--- config.mk ---
export PLATFORM = sky130hd
export DESIGN_NAME = w_wbq
export DESIGN_NICKNAME = d
export VERILOG_FILES = /design/src/rtl/w_wbq_pkg.sv /design/src/rtl/wbq_match.sv /design/src/rtl/w_wbq.sv
export SDC_FILE = /design/constraint.sdc
export NUM_CORES = 1
export LEC_CHECK = 0
export BUFFER_PORTS_ARGS = -buffer_cell sky130_fd_sc_hd__buf_2
export CELL_PAD_IN_SITES_DETAIL_PLACEMENT = 0
export CELL_PAD_IN_SITES_GLOBAL_PLACEMENT = 1
export CORE_UTILIZATION = 40
export CTS_CLUSTER_DIAMETER = 150
export DETAILED_ROUTE_END_ITERATION = 12
export MAX_ROUTING_LAYER = met4
export PLACE_DENSITY = 0.71
export SYNTH_ARGS = -nofsm -noshare
export SYNTH_HDL_FRONTEND = slang
export SYNTH_SLANG_ARGS = --single-unit
--- constraint.sdc ---
create_clock -name clk -period 4.52 [get_ports clk]
set_input_delay 0.226 -clock clk [delete_from_list [all_inputs] [get_ports clk]]
set_output_delay 0.226 -clock clk [all_outputs]
set_load 0.005 [all_outputs]
--- src/rtl/w_wbq_pkg.sv ---
// Shared CPU definitions for the write-back queue: entry record, default depth
// and the hard-wired zero register number.
package w_wbq_pkg;

  localparam int         WBQ_DEPTH = 4;
  localparam logic [4:0] ZERO_REG  = 5'd0;

  typedef struct packed {
    logic [4:0]  dst;
    logic [31:0] wd;
    logic [31:0] pc;
  } wbq_entry_t;

endpackage

--- src/rtl/wbq_match.sv ---
// Youngest-match search over queue entries presented oldest-first; feeds one
// forwarding port (rs or rt) of the write-back queue.
module wbq_match
  import w_wbq_pkg::*;
#(
  parameter int DEPTH = WBQ_DEPTH
) (
  input  logic [4:0]       q_addr,
  input  logic [DEPTH-1:0] vld,
  input  logic [4:0]       dst [DEPTH],
  input  logic [31:0]      wd  [DEPTH],
  output logic             hit,
  output logic [31:0]      data
);

  // NOTE: every variable written here gets a default first, so no path leaves
  // a value unassigned and no latch is inferred.
  always_comb begin
    hit  = 1'b0;
    data = '0;
    // Later (younger) matches override earlier ones.
    for (int i = 0; i < DEPTH; i++) begin
      if (vld[i] && (q_addr != ZERO_REG) && (dst[i] == q_addr)) begin
        hit  = 1'b1;
        data = wd[i];
      end
    end
  end

endmodule

--- src/rtl/w_wbq.sv ---
// Write-back queue: merges pipeline and long-latency write requests into one
// register-file write port, draining one entry per cycle, with forwarding lookup.
module w_wbq
  import w_wbq_pkg::*;
#(
  parameter int DEPTH = WBQ_DEPTH
) (
  input  logic                     clk,
  input  logic                     reset,
  input  logic                     p_valid,
  output logic                     p_ready,
  input  logic [4:0]               p_dst,
  input  logic [31:0]              p_wd,
  input  logic [31:0]              p_pc,
  input  logic                     m_valid,
  output logic                     m_ready,
  input  logic [4:0]               m_dst,
  input  logic [31:0]              m_wd,
  input  logic [31:0]              m_pc,
  output logic [4:0]               regDst,
  output logic [31:0]              regWd,
  output logic [31:0]              wb_pc,
  input  logic [4:0]               q_rs,
  input  logic [4:0]               q_rt,
  output logic                     hit_rs,
  output logic                     hit_rt,
  output logic [31:0]              data_rs,
  output logic [31:0]              data_rt,
  output logic [$clog2(DEPTH):0]   count,
  output logic                     full,
  output logic                     empty
);

  localparam int PW = $clog2(DEPTH);
  localparam int CW = PW + 1;

  logic [PW-1:0] rd_ptr_q, rd_ptr_d;
  logic [PW-1:0] wr_ptr_q, wr_ptr_d;
  logic [CW-1:0] count_q, count_d;
  logic [CW-1:0] free;
  wbq_entry_t    out_q, out_d;
  wbq_entry_t    mem_q [DEPTH];
  wbq_entry_t    mem_d [DEPTH];
  logic          push_p, push_m, pop;

  logic [4:0]       ord_dst [DEPTH];
  logic [31:0]      ord_wd  [DEPTH];
  logic [DEPTH-1:0] ord_vld;

  // Space is judged on the registered count only; the same-cycle pop is not
  // credited, so the queue can never overflow even with two pushes.
  always_comb begin
    free    = CW'(DEPTH) - count_q;
    p_ready = (free >= CW'(1));
    m_ready = p_valid ? (free >= CW'(2)) : (free >= CW'(1));
  end

  always_comb begin
    push_p = p_valid && p_ready && (p_dst != ZERO_REG);
    push_m = m_valid && m_ready && (m_dst != ZERO_REG);
    pop    = (count_q != '0);

    mem_d = mem_q;
    // The pipeline entry is older, so it takes the first free slot.
    if (push_p) mem_d[wr_ptr_q] = '{dst: p_dst, wd: p_wd, pc: p_pc};
    if (push_m) mem_d[wr_ptr_q + PW'(push_p)] = '{dst: m_dst, wd: m_wd, pc: m_pc};

    wr_ptr_d = wr_ptr_q + PW'(push_p) + PW'(push_m);
    rd_ptr_d = rd_ptr_q + PW'(pop);
    count_d  = count_q + CW'(push_p) + CW'(push_m) - CW'(pop);
    out_d    = pop ? mem_q[rd_ptr_q] : '0;
  end

  // NOTE: sequential state uses non-blocking assignments so every flop samples
  // pre-edge values regardless of process ordering.
  always_ff @(posedge clk or negedge reset) begin
    if (!reset) begin
      rd_ptr_q <= '0;
      wr_ptr_q <= '0;
      count_q  <= '0;
      out_q    <= '0;
    end else begin
      rd_ptr_q <= rd_ptr_d;
      wr_ptr_q <= wr_ptr_d;
      count_q  <= count_d;
      out_q    <= out_d;
    end
  end

  // NOTE: entry storage is deliberately not reset; count_q gates every read,
  // so stale contents are never observed.
  always_ff @(posedge clk) begin
    mem_q <= mem_d;
  end

  // Present queued entries oldest-first for the match search.
  always_comb begin
    for (int i = 0; i < DEPTH; i++) begin
      ord_dst[i] = mem_q[rd_ptr_q + PW'(i)].dst;
      ord_wd[i]  = mem_q[rd_ptr_q + PW'(i)].wd;
      ord_vld[i] = (CW'(i) < count_q);
    end
  end

  wbq_match #(.DEPTH(DEPTH)) u_match_rs (
    .q_addr (q_rs),
    .vld    (ord_vld),
    .dst    (ord_dst),
    .wd     (ord_wd),
    .hit    (hit_rs),
    .data   (data_rs)
  );

  wbq_match #(.DEPTH(DEPTH)) u_match_rt (
    .q_addr (q_rt),
    .vld    (ord_vld),
    .dst    (ord_dst),
    .wd     (ord_wd),
    .hit    (hit_rt),
    .data   (data_rt)
  );

  assign regDst = out_q.dst;
  assign regWd  = out_q.wd;
  assign wb_pc  = out_q.pc;
  assign count  = count_q;
  assign full   = (count_q == CW'(DEPTH));
  assign empty  = (count_q == '0);

endmodule

=== Word-level counts from Yosys, hierarchy flattened ===
Cells that the tools add are included.

* Input port bits: 152
* Flip-flop bits (word level): 352
* Word-level logic and storage cells: 123

* Order comparisons: 14
* Eq/ne operators: 9
* Muxes and demuxes: 38
* Bitwise operators: 6
* Reductions and logical operators: 28
* Add/sub/neg operators: 10

{| class="wikitable"
|+ Operator list
! kind !! number
|-
| 2-to-1 mux 69 bit || 11
|-
| binary-select mux 69 bit (select 2 bit) || 4
|-
| bitwise mux 276 bit || 2
|-
| 2-to-1 mux 276 bit || 2
|-
| demux 69 bit (select 2 bit) || 2
|-
| 2-to-1 mux 32 bit || 8
|-
| == test 5 bit || 8
|-
| logical AND 1 bit || 22
|-
| nonzero test 5 bit || 4
|-
| greater-or-equal comparator 3 bit (second input constant) || 6
|-
| NOT 2 -> 3 bit || 6
|-
| 2-to-1 mux 1 bit || 9
|-
| adder 2 x 1 -> 2 bit || 3
|-
| adder 3 x 1 -> 3 bit || 2
|-
| < comparator 1 x 3 -> 1 bit (first input constant) || 2
|-
| < comparator 2 x 3 -> 1 bit (first input constant) || 2
|-
| < comparator 3 x 1 -> 1 bit (second input constant) || 2
|-
| adder 2 bit (second input constant) || 2
|-
| == test 3 bit (second input constant) || 1
|-
| greater-or-equal comparator 3 x 1 -> 1 bit (second input constant) || 1
|-
| greater-or-equal comparator 3 x 2 -> 1 bit (second input constant) || 1
|-
| zero test 3 bit || 1
|-
| nonzero test 3 bit || 1
|-
| subtractor 3 x 1 -> 3 bit || 1
|-
| 2 further kinds || 2
|}

=== Logic depth before layout (Yosys ltp) ===
Gate-level depths: netlist of run 1.

* Word-level depth: 12
* Mapped depth: 14

=== By module ===
A second synthesis of run 1 with hierarchy kept.

* Cells, all modules: 2197
* Area total of the unflattened synthesis: 22569.1 um^2

{| class="wikitable"
|+ By module, submodules not included
! module !! area each (um^2) !! seq. area each (um^2) !! times used !! cells an instance
|-
| w_wbq || 19085.8 || 7427.1 || 1 || 1663
|-
| wbq_match || 1741.7 || 0.0 || 2 || 267
|}

=== Least setup slack after synthesis of run 1 ===
Ideal clock, no wire load.

* Path type: reg2reg
* Start point: register count_q[0], in the netlist count[0]
* End point: register mem_q[206] (netlist name)
* Slack: 1229 ps
* Required time: 4446 ps
* Cell stages (with the launch flop): 14
* Arrival time: 3216 ps
* Clock period less this slack: 3291 ps
* Path through: dfrtp_1 -> inv_1 -> ha_1 -> ha_1 -> or4b_1 -> o211a_1 -> ha_1 -> xnor2_1 -> and3_1 -> clkbuf_1 -> clkbuf_1 -> clkbuf_1 -> nand2_1 -> o21ai_0

{| class="wikitable"
|+ RTL lines
! element !! line !! text
|-
| start, declared || w_wbq.sv:39 || <nowiki>logic [CW-1:0] count_q, count_d;</nowiki>
|-
| start signal, assigned || w_wbq.sv:85 || <nowiki>count_q <= count_d;</nowiki>
|-
| end signal, assigned || w_wbq.sv:93 || <nowiki>mem_q <= mem_d;</nowiki>
|-
| end, declared || w_wbq.sv:42 || <nowiki>wbq_entry_t mem_q [DEPTH];</nowiki>
|}

=== Worst setup path in the final report of run 1 ===
* Start point: register rd_ptr_q[0]
* End point: output data_rs[15]

* Cells in the longest elaborated chain, start to end: 10
* Elaborated cells on any way between the ends: 31

{| class="wikitable"
|+ RTL lines
! element !! line !! text
|-
| start, declared || w_wbq.sv:37 || <nowiki>logic [PW-1:0] rd_ptr_q, rd_ptr_d;</nowiki>
|-
| start signal, assigned || w_wbq.sv:83 || <nowiki>rd_ptr_q <= rd_ptr_d;</nowiki>
|-
| adder 2 x 1 -> 2 bit or NOT 2 -> 3 bit (tied branches) || w_wbq.sv:99, w_wbq.sv:100 ||
|-
| NOT 2 -> 3 bit (implied by the code) or binary-select mux 69 bit (select 2 bit) (tied branches) || w_wbq.sv:99, w_wbq.sv:100 ||
|-
| binary-select mux 69 bit (select 2 bit) or 2-to-1 mux 69 bit (tied branches) || w_wbq.sv:99, w_wbq.sv:100 ||
|-
| 2-to-1 mux 69 bit (implied by the code) || w_wbq.sv:100 || <nowiki>ord_wd[i] = mem_q[rd_ptr_q + PW'(i)].wd;</nowiki>
|-
| 2-to-1 mux 69 bit (implied by the code) or == test 5 bit (tied branches) || w_wbq.sv:100, wbq_match.sv:23 ||
|-
| == test 5 bit or logical AND 1 bit (tied branches) || wbq_match.sv:23 || <nowiki>if (vld[i] && (q_addr != ZERO_REG) && (dst[i] == q_addr)) begin</nowiki>
|-
| logical AND 1 bit or 2-to-1 mux 32 bit (tied branches) || wbq_match.sv:23 ||
|-
| 2-to-1 mux 32 bit (2 in series) || wbq_match.sv:23 ||
|-
| 2-to-1 mux 32 bit * || wbq_match.sv:23 ||
|-
| end, declared || w_wbq.sv:27 || <nowiki>output logic [31:0] data_rs,</nowiki>
|}

Mark *: on every way between the ends. The rest lies on a longest branch, timed or not. The select of a mux whose other input is x is not followed.

==> results of run 1 <==
## layout by cell type, fill, tap and decap left out, drive strengths merged, types with 5 or more instances in the layout
cell type and count:
o31ai 28, nor2b 19, xor2 15, mux2i 423, nand2 404, a221oi 32
or3 22, mux2 16, xnor2 27, o311ai 12, o221a 20, o221ai 9
inv 48, a22o 9, dlygate4sd3 200, o21ai 294, a21oi 88, nor3 28
o2111ai 20, mux4 91, nand3 15, and2 37, nor2 168, clkinv 15
ha 12, buf 341, and3 13, dfrtp 76, dfxtp 276, nand4 5
clkbuf 58
## layer usage
metal	part of all wire	wire length [µm]
met1	0.42	32300
met2	0.48	36900
met3	0.069	5340
met4	0.032	2430
met5	0	0
## synthesized netlist by cell type (all sizes together), types with 3 or more instances
cell and n:
mux2i 423, nand2 404, o21ai 294, dfxtp 276, nor2 168, clkbuf 140, mux4 91, a21oi 88
buf 81, dfrtp 76, inv 48, and2 37, a221oi 32, nor3 28, o31ai 28, xnor2 27
or3 22, o2111ai 20, o221a 20, nor2b 19, mux2 16, nand3 15, xor2 15, and3 13
ha 12, o311ai 12, a22o 9, o221ai 9, nand4 5, nand2b 4, nor4 4, a31oi 3
or4 3
## metrics by stage
step	instance area (µm²)	hold slack [ps]	power (W)
2_1_floorplan	22300	-69.6	0.0151
4_1_cts	27600	0.723	0.0232
6_report	27700	24.6	0.0233
3_5_place_dp	24200	333	0.0190
5_1_grt	27700	22.8	0.0250
3_3_place_gp	24200	323	0.0186
## worst max-delay path, cell delays in order (launching register included)
cell	delay (ps)
dfrtp_4	710
mux4_2	610
xor2_1	190
nor4_4	400
nand3_1	210
buf_4	270
nand2b_1	430
o221ai_1	230
a22o_1	250
buf_2	140
## final cells by class
type | count | area, µm² | area share
multi-input cells | 1842 | 13700 | 0.496
well taps | 748 | 936 | 0.0338
clock buffers | 58 | 1220 | 0.0441
flip-flops and latches | 352 | 7430 | 0.268
repair buffers | 541 | 4000 | 0.144
diodes | 2 | 5.00 | 0.000181
inverters | 48 | 183 | 0.00659
clock inverters | 19 | 185 | 0.00668
## sequential cells by signal, indices dropped and copies added (netlist names)
register  count
mem_q       276
regWd        32
wb_pc        32
regDst        5
count         3
rd_ptr_q      2
wr_ptr_q      2
## cells by family after synthesis
family                     Yosys count  synth area share
AOI/OAI and AO/OA                  528             0.156
xor gates and xnor gates            42            0.0165
adders and majority gates           13           0.00764
buffers and inverters              269            0.0537
DFF                                352             0.334
muxes                              530             0.291
and+or+nand+nor                    729             0.142
## power by group
group / switching (W) / internal, W
Combinational: 0.00741 / 0.00623
Clock: 0.00147 / 0.00197
Sequential: 0.00135 / 0.00485
## timing repair
action / in CTS / in global routing
gates resized for setup: 0 / 4
hold buffers: 200 / 0
setup buffers: 0 / 4
endpoints found under the hold margin: 318 / 0
endpoints found under the setup margin: 0 / 34
## worst paths after layout
path                        startpoint     endpoint  depth (start not counted)
max                        rd_ptr_q[0]  data_rs[15]                          9
min                           p_dst[0]   mem_q[133]                          3
max reg2reg                   count[0]    mem_q[88]                         10
min reg2reg                  mem_q[89]    mem_q[89]                          2
max in group asynchronous        reset  rd_ptr_q[1]                          3
min in group asynchronous        reset    regDst[1]                          2
==> flow_summary.ini, run 1 <==
[routing]
drtIter0Drc = 1397
ant_nets = 0
vias = 20100
drtPass1Iterations = 6
wl_per_cell_um = 21.3
drc_errors = 0
viasPerCell = 5.58
routed_wl_um = 77000

[job]
drv_cap = 0

[floorplan]
ios = 294
rows = 86
die_x_um = 238
die_area_um2 = 56600
die_h_um = 238
start_util = 0.404
core-area_um2 = 55100

[global_route]
grt_overflow = 0
antenna_found_initial = 1
grt-busiest-layer = met2
grt_pass1_vias = 20200
use_met1 = 0.335
grt_max_degree = 139
grt_pass1_wl_um = 118000
grt_use_met2 = 0.452
met3_usage = 0.0562
grt_util_all_layers = 0.276

[cells_and_area]
stdcell_count = 3610
utilization = 0.503
drive_above_1_share = 0.203
area_growth_pct = 24.4
fill_cells = 5276
nets = 2992

[synth]
synth_warnings = 0
synth_cell_types = 71
syn_nets = 2628
synth_cells = 2463
syn_area_um2 = 22300
ys_top_cells_by_area = dfxtp_1 25%, mux2i_1 19%, mux4_2 8.9%
synthFlopType = dfxtp_1
ys_ff_latch = 352
async_flop_share = 0.216
yosysTopAreaCell = dfxtp_1
syn_area_per_cell_um2 = 9.04
yosysTopAreaCellShare = 0.248
ys_seq_area_frac = 0.334
synth_edf_count = 0

[setup_path]
worstPathMaxFanout = 26
startpoint_type = flip-flop
ff2ff_setup_slack_ps = 440
critPathKind = flip-flop to primary output
worstPathArrival_ps = 4040
critPathCaptureType = primary output
required_ps = 4290

[power_and_ir_drop]
ir_worst_vdd_mv = 0.489
leakagePower_nw = 11.7
power_per_cell_area_nw_per_um2 = 840

[timing]
setup_viol = 0
hold_violations = 0
rsz0062_at_grt = no
worst_slack_ps = 251
final.setup_skew_ps = 29.7
finalCritPeriodShare = 0.945
tightest_slew_ps = 949
tns_ps = 0
clock.fmax_mhz = 234
slew_viol_final = 0
slew-limit-headroom = 0.367
finalCriticalPeriod_ps = 4270

[clocking]
numCtsBuffers = 42
htree_levels = 2
cts_sinks = 352
cts_buffer_depth = 3
root_buffer = clkbuf_16
cts.clk_slew.worst_paths_ps = 60
clk_latency_ps = 590
cts_tree = built

[placement]
hpwl_um = 47800
place_inst = 3327
io_buffers = 293
globalplace.congestion = 0.928
preCtsSetupSlack_ps = 698

[hold_path]
hold_path_class = primary input to flip-flop

[outcome]
status = completed
Power figures use the tool's default switching activity.
==> run 2, diff against run 1 <==
--- a/config.mk
+++ b/config.mk
@@ -8,11 +8,13 @@
 export BUFFER_PORTS_ARGS = -buffer_cell sky130_fd_sc_hd__buf_2
 export CELL_PAD_IN_SITES_DETAIL_PLACEMENT = 0
 export CELL_PAD_IN_SITES_GLOBAL_PLACEMENT = 1
+export CORE_ASPECT_RATIO = 0.9
 export CORE_UTILIZATION = 40
 export CTS_CLUSTER_DIAMETER = 150
 export DETAILED_ROUTE_END_ITERATION = 12
 export MAX_ROUTING_LAYER = met4
-export PLACE_DENSITY = 0.71
+export PLACE_DENSITY = 0.7
 export SYNTH_ARGS = -nofsm -noshare
 export SYNTH_HDL_FRONTEND = slang
+export SYNTH_HIERARCHICAL = 1
 export SYNTH_SLANG_ARGS = --single-unit
==> run 2 against run 1 <==
Compared with the run above:
- combinational power is 4% higher
- clock skew shrank 16 ps
- synthesized area rose by 1.3%
- critical path depth unchanged
- clock power grew 6.7%
- fmax decreased by 1.9%
- largest power group unchanged
- highest routed layer unchanged
==> flow_summary.ini, run 2 <==
[power_and_ir_drop]
ir_worst_vdd_mv = 0.414
leakagePower_nw = 11.5
power_per_cell_area_nw_per_um2 = 890
fin_total_pwr_w = 0.0238

[synth]
syn_area_per_cell_um2 = 10.3
synthFlopType = dfxtp_1
yosysMostFrequentCell = mux2_2
async_flop_share = 0.216
yosysTopAreaCell = mux2_2
ys_top_cells_by_area = mux2_2 26%, dfxtp_1 24%, dfrtp_1 8.4%
synth_cells = 2197
yosys.area_share.simple = 0.112
synth_warnings = 6
synth_compound_area_frac = 0.114
synth_cell_types = 48
syn_nets = 2362
ys_top_cells_by_count = 517 x mux2_2, 276 x dfxtp_1, 113 x a21oi_1, 103 x and2_1, 94 x clkbuf_1
synth_fa_ha_area_frac = 0.00754
synthMuxAreaShare = 0.360
yosysTopAreaCellShare = 0.258
synthXorXnorAreaFrac = 0.0175
synth_edf_count = 0
synth_top_family_by_area = multiplexers
ys_ff_latch = 352
ys_seq_area_frac = 0.329
syn_area_um2 = 22600

[timing]
finalCritPeriodShare = 0.963
final.setup_skew_ps = 13.4
clock.fmax_mhz = 230
hold_violations = 0
tightest_slew_ps = 1180
tns_ps = 0
setup_viol = 0
slew-limit-headroom = 0.217
rsz0062_at_grt = no
finalCriticalPeriod_ps = 4350
slew_viol_final = 0

[outcome]
status = completed

[setup_path]
required_ps = 4290
worst-path-buf-inv = 3
cp_top_family = buffers and inverters
ff2ff_setup_slack_ps = 300
worstPathMaxFanout = 52
critPathKind = flip-flop to primary output
rr_startpoint = count[0]
crit_chain = inv_4, o31a_1, xor2_1, nor4_4, and4_2, buf_4, o311ai_1, a22o_1, buf_2
cpPeakStageDelay_ps = 740
reg2reg_depth = 11
timing.rr.end = mem_q[197]
critPathCaptureType = primary output
cpMaxStageDelayCell = dfrtp_4
worstPathArrival_ps = 4130
startpoint_type = flip-flop

[routing]
drc_errors = 0
vias = 18200
drtIter0Drc = 1034
routed_wl_um = 73300
viasPerCell = 5.58
wl_per_cell_um = 22.5
ant_nets = 0
drtPass1Iterations = 5

[hold_path]
hold_depth = 3
hold_path_end = mem_q[198]
hold_path_class = primary input to flip-flop
hp-start = p_wd[28]

[global_route]
grt_overflow = 0
grt_max_degree = 183
grt_pass1_vias = 18500
grt_util_all_layers = 0.258
antenna_found_initial = 14
grt_pass1_wl_um = 111000

[clocking]
root_buffer = clkbuf_16
numCtsBuffers = 42
cts_tree = built
cts_buffer_depth = 3
htree_levels = 2
cts.clk_slew.worst_paths_ps = 60
cts_sinks = 352
cts_setup_buffers = 0
clk_latency_ps = 570

[floorplan]
rows = 82
start_util = 0.405
ios = 294
die_h_um = 227
die_x_um = 252
core-area_um2 = 55700
die_area_um2 = 57400

[cells_and_area]
final_cell_mix = 517 x mux2_2, 292 x buf_2, 276 x dfxtp_1, 113 x a21oi_1, 103 x and2_1
top_register = mem_q
postLayoutCellArea_um2 = 26800
final_common_cell = mux2_2
fill_cells = 5185
drive_above_1_share = 0.397
nets = 2615
largest_register_ffs = 276
area_growth_pct = 18.6

[placement]
io_buffers = 293
hpwl_um = 46200
place_area_um2 = 24400
globalplace.congestion = 0.828

[job]
drv_cap = 0
run 2: cell count changes after synthesis, moves of 56 or more:
cell	delta
and2_1	+66
mux2_1	+72
mux2_2	+501
mux2i_1	-346
mux4_2	-56
nand2_1	-359
nor2_1	-88
o21a_1	+60
o21ai_0	-293
o311ai_1	+60
run 2: layer usage:
metal / vias to the layer above / track usage / part of all wire
li1: 8560 / - / -
met1: 8874 / 0.304 / 0.42
met2: 575 / 0.431 / 0.48
met3: 153 / 0.0609 / 0.070
met4: 0 / 0.0870 / 0.027
met5: - / - / 0
run 2: report_power, final:
part           leakage, nW  switching (W)  internal (W)
sequential            3.23        0.00101       0.00492
combinational         7.53        0.00712       0.00710
clock                0.735        0.00145       0.00223
run 2: how the worst max path moves through the flow:
stage / startpoint / depth (start not counted) / slack [ps] / end
5_1_grt: rd_ptr_q[0] / 9 / 20 / data_rs[30]
6_report: rd_ptr_q[0] / 9 / 170 / data_rt[16]
3_3_place_gp: count[0] / 11 / 730 / mem_q[46]
2_1_floorplan: count[0] / 13 / 1080 / mem_q[59]
3_5_place_dp: count[0] / 10 / 690 / mem_q[244]
4_1_cts: count[0] / 12 / 130 / mem_q[63]
run 2: logic make-up (layout without fill, tap and decap cells):
family | after synthesis | count (layout)
muxes | 698 | 698
buffers and inverters | 277 | 563
and+or+nand+nor | 462 | 462
AOI/OAI and AO/OA | 350 | 350
DFF | 352 | 352
xor gates and xnor gates | 45 | 45
other | 0 | 15
adders and majority gates | 13 | 13
run 2: stage by stage:
step / cells / setup slack (ps) / util / hold WS, ps
after floorplan: 2197 / 1080 / - / -69.6
after global placement: 3085 / 731 / 0.439 / 293
after detailed placement: 3085 / 691 / 0.439 / 296
after CTS: 3239 / 128 / 0.480 / 2.64
after global routing: 3253 / 21.4 / 0.480 / 29.5
final: 3254 / 166 / 0.480 / 26.8
run 2: timing repair:
action                                  in CTS  in global routing
endpoints found under the hold margin      315                  0
resized for setup                            0                  1
endpoints found under the setup margin       0                  1
hold buffers                                77                  0
run 2: layout make-up:
| type | count | area [µm²] | share of cell area |
|---|---|---|---|
| tap | 756 | 946 | 0.0353 |
| inverter | 74 | 280 | 0.0105 |
| antenna | 15 | 37.5 | 0.00140 |
| clock buffer | 55 | 1200 | 0.0448 |
| clock inverter | 22 | 304 | 0.0114 |
| timing repair buffer | 412 | 2680 | 0.100 |
| multi-input combinational | 1568 | 13900 | 0.519 |
| sequential | 352 | 7430 | 0.278 |
run 2: tightest hold or removal path: stages:
cell	delay, ps
buf_2	110
mux2_1	130
mux2_1	110
